[src/rtl/irq_encoder16.sv]
// Registered 16-input priority encoder: edge-captured pending requests, mask,
// and a valid/ack handshake presenting the lowest eligible index one at a time.
module irq_encoder16 (
    input  logic        clk,
    input  logic        rst_n,
    input  logic [15:0] req,
    input  logic        mask_we,
    input  logic [15:0] mask_in,
    input  logic        ack,
    input  logic        clr_ovf,
    output logic        A3,
    output logic        A2,
    output logic        A1,
    output logic        A0,
    output logic        valid,
    output logic [15:0] pending,
    output logic        ovf
);

    typedef enum logic {
        IDLE    = 1'b0,
        PRESENT = 1'b1
    } state_e;

    state_e      state_q, state_d;
    logic [15:0] req_q, req_d;
    logic [15:0] pending_q, pending_d;
    logic [15:0] mask_q, mask_d;
    logic [3:0]  a_q, a_d;
    logic        ovf_q, ovf_d;

    logic [15:0] rise;
    logic [15:0] clear;
    logic [15:0] elig;
    logic        ack_acc;

    function automatic logic [3:0] lowest_index(input logic [15:0] vec);
        logic [3:0] idx;
        idx = 4'd0;
        for (int i = 15; i >= 0; i--) begin
            if (vec[i]) idx = 4'(i);
        end
        return idx;
    endfunction

    // State register.
    // NOTE: sequential state uses non-blocking assignments so every flop
    // samples the pre-edge values regardless of block ordering.
    always_ff @(posedge clk) begin
        if (!rst_n) begin
            state_q   <= IDLE;
            req_q     <= '0;
            pending_q <= '0;
            mask_q    <= '0;
            a_q       <= '0;
            ovf_q     <= 1'b0;
        end else begin
            state_q   <= state_d;
            req_q     <= req_d;
            pending_q <= pending_d;
            mask_q    <= mask_d;
            a_q       <= a_d;
            ovf_q     <= ovf_d;
        end
    end

    // Next-state and datapath logic.
    // NOTE: every signal gets a default at the top so no path leaves it
    // unassigned, which would otherwise infer a latch.
    always_comb begin
        state_d   = state_q;
        a_d       = a_q;
        req_d     = req;
        mask_d    = mask_we ? mask_in : mask_q;

        ack_acc   = ack && (state_q == PRESENT);
        rise      = req & ~req_q;
        clear     = ack_acc ? (16'h0001 << a_q) : 16'h0000;
        elig      = pending_q & ~mask_q;

        // A rising edge on a bit being acked in the same cycle re-arms it.
        pending_d = (pending_q & ~clear) | rise;
        ovf_d     = (ovf_q & ~clr_ovf) | (|(rise & pending_q & ~clear));

        unique case (state_q)
            IDLE: begin
                if (elig != 16'h0000) begin
                    a_d     = lowest_index(elig);
                    state_d = PRESENT;
                end
            end
            PRESENT: begin
                if (ack) state_d = IDLE;
            end
            default: state_d = IDLE;
        endcase
    end

    // Outputs are direct decodes of registers only.
    always_comb begin
        valid   = (state_q == PRESENT);
        A3      = a_q[3];
        A2      = a_q[2];
        A1      = a_q[1];
        A0      = a_q[0];
        pending = pending_q;
        ovf     = ovf_q;
    end

endmodule

[config.mk]
export PLATFORM = sky130hd
export DESIGN_NAME = irq_encoder16
export DESIGN_NICKNAME = d
export VERILOG_FILES = /design/src/rtl/irq_encoder16.sv
export SDC_FILE = /design/constraint.sdc
export NUM_CORES = 1
export LEC_CHECK = 0
export ABC_AREA = 1
export BUFFER_PORTS_ARGS = -buffer_cell sky130_fd_sc_hd__buf_4
export CORE_MARGIN = 2
export CORE_UTILIZATION = 30
export DETAILED_ROUTE_END_ITERATION = 10
export GPL_TIMING_DRIVEN = 0
export PLACE_DENSITY = 0.49
export SLEW_MARGIN = 15
export SYNTH_ARGS = -nofsm -noshare
export SYNTH_HDL_FRONTEND = slang
export SYNTH_SLANG_ARGS = --single-unit
[constraint.sdc]
create_clock -name clk -period 1.55 [get_ports clk]
set_clock_uncertainty 0.05 [all_clocks]
set_input_delay 0.0775 -clock clk [delete_from_list [all_inputs] [get_ports clk]]
set_output_delay 0.0775 -clock clk [all_outputs]
set_load 0.03 [all_outputs]
==> flow_summary.ini, run 1 <==
[timing]
min_period_ns = 1.57
fin_hold_ws_ns = 0.00656
worst_pin_slew_ns = 0.587
fmax_ghz = 0.637
rsz0062_at_grt = yes
hold_violations = 0
layout_setup_ws_ns = -0.0205
post-route-period-util_pct = 101
slew_violations = 0
setup_violations = 1
timing.slew.headroom_pct = 60.9

[place]
place.gp.congestion = 0.765
io_buffers = 57
postPlaceCellArea_sq_mm = 0.00277
dp.cells = 477
place_hpwl_um = 4530

[logic_synthesis]
syn_area_sq_mm = 0.00222
synth_common_cells = nand2_1, dfxtp_1, inv_1
postSynthCellCount = 321
synthTopCellsByArea = dfxtp_1, nand2_1, inv_1
ys_warn_count = 0
synth_edf_count = 0
synth_fp_nets = 358
synth.distinct_cells = 18
synth_top_cell_area_share_pct = 48.8
synthFlopType = dfxtp_1
synth_area_leader_cell = dfxtp_1
synth-async-reset-ratio_pct = 0
ys_seq_area_share_pct = 48.8
yosysMostFrequentCell = nand2_1
avgSynthCellArea_sq_um = 6.90
synth_seq_cells = 54

[grt]
grt_antenna_before_repair = 0
grt_pass1_wl_um = 9720
grt_overflow = 0
grt_max_degree = 18
track_usage_pct = 15.0
grt_pass1_vias = 2050

[clock_tree]
cts_tree = done
cts_sinks = 54
clkLatencyLatePin_ns = 0.30
cts_buffers = 5
cts_buffer_depth = 2
root_buffer = clkbuf_8
clk_pin_slew_ns = 0.10
htree_levels = 2

[critical_path]
cp.required_ns = 1.68
cp_max_fo = 5
critPathLaunch = a_q[0]$_SDFFE_PN0P_
critPathKind = register to register
cp.arrival_ns = 1.70
cp-end-kind = register
rr_startpoint = a_q[0]$_SDFFE_PN0P_
crit_path_start_kind = register

[routing]
via_per_inst = 4.28
drtIter0Drc = 33
wl_per_cell_um = 11.7
drtAntennaViolNets = 0
finalWirelength_um = 6030
routed-via-count = 2210
first_pass_iters = 4
drcViolationCount = 0

[final_layout]
final_cells = 516
nFillCells = 752
syn_to_final_growth_pct = 48.6
final_area_sq_mm = 0.00329
drive_above_1_share_pct = 26.1
nNetsFinal = 453
diodes = 0

[floorplan]
die_h_um = 89.9
rows = 31
dieArea_sq_mm = 0.00809
initial_core_util_pct = 30.7
core_area_sq_mm = 0.00721
ios = 59
die_w_um = 89.9

[power]
power_density_mw_per_mm2 = 1020
leakage_nw = 1.64
peakVddDrop_uv = 397

[worst_hold_path]
min_from = mask_in[4]
hold_class = input pin to register

[run_status]
status = finished, violations left
violations = setup timing

[job]
maxCapViolations = 0
## layout by cell type (no fill, tap or decap)
| cell type | count |
|---|---|
| nand2_1 | 103 |
| buf_4 | 68 |
| inv_1 | 51 |
| dfxtp_1 | 43 |
| a21oi_1 | 36 |
| dlygate4sd3_1 | 20 |
| o21ai_0 | 17 |
| nor2_1 | 10 |
| clkbuf_1 | 8 |
| dfxtp_2 | 8 |
| o22ai_1 | 7 |
| clkbuf_8 | 5 |
| inv_2 | 4 |
| nor3_4 | 4 |
| o21ai_1 | 3 |
| inv_4 | 3 |
| nor3_2 | 3 |
| dfxtp_4 | 3 |
| nor2_2 | 2 |
| o31ai_1 | 2 |
| a31oi_1 | 2 |
| nand2_4 | 2 |
| nor3_1 | 2 |
| o21bai_1 | 1 |
| clkinv_1 | 1 |
| nand2_2 | 1 |
| nand3_1 | 1 |
| nor4_1 | 1 |
| o21ai_2 | 1 |
| o22ai_2 | 1 |
| nor4_4 | 1 |
| clkinv_2 | 1 |
| inv_6 | 1 |
| bufinv_16 | 1 |
## report_power, final
part | switching [mW] | internal (mW) | leakage (nW)
registers | 0.103 | 1.50 | 0.454
logic | 0.439 | 0.342 | 1.13
clock network | 0.473 | 0.485 | 0.0585
## metrics by stage
| stage | setup slack [ns] | total power [mW] | TNS [ns] | utilization [%] |
|---|---|---|---|---|
| after global routing | -0.117 | 3.54 | -0.309 | 45.6 |
| after global placement | -0.307 | 2.25 | -0.307 | 38.4 |
| final | -0.0205 | 3.34 | -0.0205 | 45.6 |
| after floorplan | 0.0118 | 1.99 | 0 | - |
| after detailed placement | -0.351 | 2.26 | -0.351 | 38.4 |
| after CTS | -0.0279 | 3.38 | -0.0279 | 45.2 |
## flip-flops by register name, indices dropped and copies added (netlist names)
| signal | flops |
|---|---|
| pending | 16 |
| mask_q | 16 |
| req_q | 16 |
| valid | 1 |
| ovf | 1 |
| a_q | 4 |
## critical path, cell delays in order, from the launching register on
cell     delay, ns
dfxtp_4       0.39
inv_4         0.11
nand3_1       0.13
o21ai_2       0.21
o22ai_2       0.11
nor4_4        0.32
a31oi_1       0.12
## path summary, 6_finish.rpt
path	to	slack (ns)	depth (start not counted)
max	ovf$_SDFF_PN0_	-0.02	6
min reg2reg	mask_q[13]$_SDFFE_PN0P_	0.41	2
min	mask_q[4]$_SDFFE_PN0P_	0.007	3
max reg2reg	ovf$_SDFF_PN0_	-0.02	6
## cell families after synthesis
| logic type | share of synthesized area, % |
|---|---|
| simple gates | 23.2 |
| flops | 48.8 |
| buf+inv | 11.3 |
| compound gates | 16.7 |
## layer usage
metal | up-vias | part of all wire, % | global-route usage [%]
met5 | - | 0 | 0
met2 | 31 | 48 | 25.7
met1 | 978 | 48 | 19.8
met3 | 2 | 3.3 | 3.19
met4 | 0 | 0.56 | 2.69
li1 | 1199 | - | -
## final cells by class
| type | count | area (sq um) | share of cell area (%) |
|---|---|---|---|
| plain buffers | 8 | 30.0 | 0.912 |
| clock inverters | 3 | 43.8 | 1.33 |
| inverters | 59 | 229 | 6.96 |
| clock buffers | 5 | 68.8 | 2.09 |
| well taps | 99 | 124 | 3.76 |
| flip-flops and latches | 54 | 1100 | 33.5 |
| multi-input cells | 200 | 983 | 29.9 |
| repair buffers | 88 | 711 | 21.6 |
## repair_timing
item / in CTS / in global routing
endpoints found under the hold margin: 20 / 0
pin swaps: 3 / 0
setup buffers: 10 / 1
gates resized for setup: 27 / 13
endpoints found under the setup margin: 2 / 5
hold buffers: 20 / 0
Power figures use the tool's default switching activity.
==> run 2, diff against run 1 <==
--- a/config.mk
+++ b/config.mk
@@ -7,7 +7,7 @@
 export LEC_CHECK = 0
 export ABC_AREA = 1
 export BUFFER_PORTS_ARGS = -buffer_cell sky130_fd_sc_hd__buf_4
-export CORE_MARGIN = 2
+export CORE_MARGIN = 1.5
 export CORE_UTILIZATION = 30
 export DETAILED_ROUTE_END_ITERATION = 10
 export GPL_TIMING_DRIVEN = 0
==> run 2 against run 1 <==
Worst setup slack improved by 0.00085 ns. Largest cell class unchanged. Highest routed layer unchanged. Sequential power barely moved. Die area fell by 2.2%. Flip-flop and latch count did not move. Fmax barely moved. Final cell count rose by 0.39%. Count of clock-buffer cells in the layout rose by 1. The run still ends with setup timing left.
==> flow_summary.ini, run 2 (synthesis results as in run 1) <==
[power]
peakVddDrop_uv = 425
leakage_nw = 1.63
total_power_mw = 3.23
power_density_mw_per_mm2 = 969

[routing]
finalWirelength_um = 5980
routed-via-count = 2230
via_per_inst = 4.31
drtAntennaViolNets = 0
drtIter0Drc = 76
wl_per_cell_um = 11.5
drcViolationCount = 0
first_pass_iters = 4

[critical_path]
cp.required_ns = 1.69
cp_max_fo = 4
cp.arrival_ns = 1.71
r2r_setup_slack_ns = -0.02
cp-end-kind = register
rr_worst_depth = 6
rr_startpoint = a_q[2]$_SDFFE_PN0P_
crit_path_start_kind = register
critPathKind = register to register
timing.rr.end = ovf$_SDFF_PN0_

[timing]
fmax_ghz = 0.637
timing.slew.headroom_pct = 60.6
hold_violations = 0
worst_pin_slew_ns = 0.592
layout_setup_ws_ns = -0.0197
slew_violations = 0
rsz0062_at_grt = yes
post-route-period-util_pct = 101
setup_violations = 1
min_period_ns = 1.57

[job]
maxCapViolations = 0

[floorplan]
ios = 59
die_h_um = 88.9
core_area_sq_mm = 0.00721
dieArea_sq_mm = 0.00791
initial_core_util_pct = 30.7
rows = 31
die_w_um = 88.9

[worst_hold_path]
min_from = mask_in[11]
hold_class = input pin to register
min_to = mask_q[11]$_SDFFE_PN0P_
hold_path_depth = 3

[grt]
grt_antenna_before_repair = 0
grt_pass1_vias = 2105
track_usage_pct = 16.1
grt_pass1_wl_um = 9690
grt_overflow = 0
grt_max_degree = 17

[run_status]
status = finished, violations left
violations = setup timing

[clock_tree]
cts_buffers = 5
clkLatencyLatePin_ns = 0.31
cts_buffer_depth = 2
clk_pin_slew_ns = 0.10
root_buffer = clkbuf_8
cts_sinks = 54
cts_tree = done
htree_levels = 2

[place]
io_buffers = 57
place.gp.congestion = 0.751
dp_slack_ns = -0.294
place_hpwl_um = 4460
postPlaceCellArea_sq_mm = 0.00277

[final_layout]
final_common_cell = nand2_1
nNetsFinal = 455
drive_above_1_share_pct = 25.8
diodes = 0
mostFrequentLayoutCells = nand2_1, buf_4, inv_1
final_area_sq_mm = 0.00333
syn_to_final_growth_pct = 50.4
final_util_pct = 46.2
run 2: per-layer routing:
layer / up-vias / GRT usage, % / part of all wire, %
li1: 1194 / - / -
met4: 0 / 4.48 / 1.5
met1: 999 / 21.2 / 48
met2: 31 / 27.3 / 47
met5: - / 0 / 0
met3: 6 / 2.95 / 3.2
run 2: layout make-up:
type	count	area (sq um)
repair buffers	90	736
multi-input cells	200	1020
plain buffers	8	30.0
flip-flops and latches	54	1100
well taps	99	124
inverters	59	229
fillers	776	3880
clock buffers	6	82.6
clock inverters	2	12.5
run 2: how the worst max path moves through the flow:
stage / end / slack (ns) / cells after the start / from
after floorplan: a_q[0]$_SDFFE_PN0P_ / 0.01 / 18 / pending[15]$_SDFF_PN0_
after global placement: ovf$_SDFF_PN0_ / -0.30 / 6 / a_q[1]$_SDFFE_PN0P_
after detailed placement: ovf$_SDFF_PN0_ / -0.29 / 6 / a_q[1]$_SDFFE_PN0P_
after CTS: ovf$_SDFF_PN0_ / -0.04 / 7 / a_q[2]$_SDFFE_PN0P_
after global routing: ovf$_SDFF_PN0_ / -0.13 / 7 / a_q[2]$_SDFFE_PN0P_
final: ovf$_SDFF_PN0_ / -0.02 / 6 / a_q[2]$_SDFFE_PN0P_
run 2: per-stage QoR:
step / hold slack, ns / setup TNS, ns / cells
2_1_floorplan: 0.121 / 0 / 321
3_5_place_dp: 0.218 / -0.294 / 477
5_1_grt: 0.0276 / -0.262 / 518
3_3_place_gp: 0.213 / -0.303 / 477
4_1_cts: 0.00116 / -0.0429 / 515
6_report: 0.00260 / -0.0197 / 518
run 2: power breakdown:
group | internal (mW) | switching, mW | total [mW] | leakage (nW)
clock | 0.361 | 0.478 | 0.838 | 0.0472
sequential | 1.50 | 0.0936 | 1.59 | 0.453
combinational | 0.345 | 0.455 | 0.800 | 1.13
total | 2.20 | 1.03 | 3.23 | 1.63
run 2: what timing repair did:
item | CTS | global route
cloned | 0 | 0
endpoints found under the hold margin | 27 | 0
gates resized for setup | 21 | 22
hold buffers | 24 | 0
setup endpoints to repair | 2 | 4
buffers inserted | 6 | 3
pin swaps | 4 | 5
run 2: worst max-delay path, stage by stage, from the launching register on:
cell,delay (ns)
dfxtp_4,0.37
buf_4,0.16
nand3_4,0.10
o31ai_4,0.27
o22ai_2,0.13
nor4_2,0.27
a31oi_1,0.11
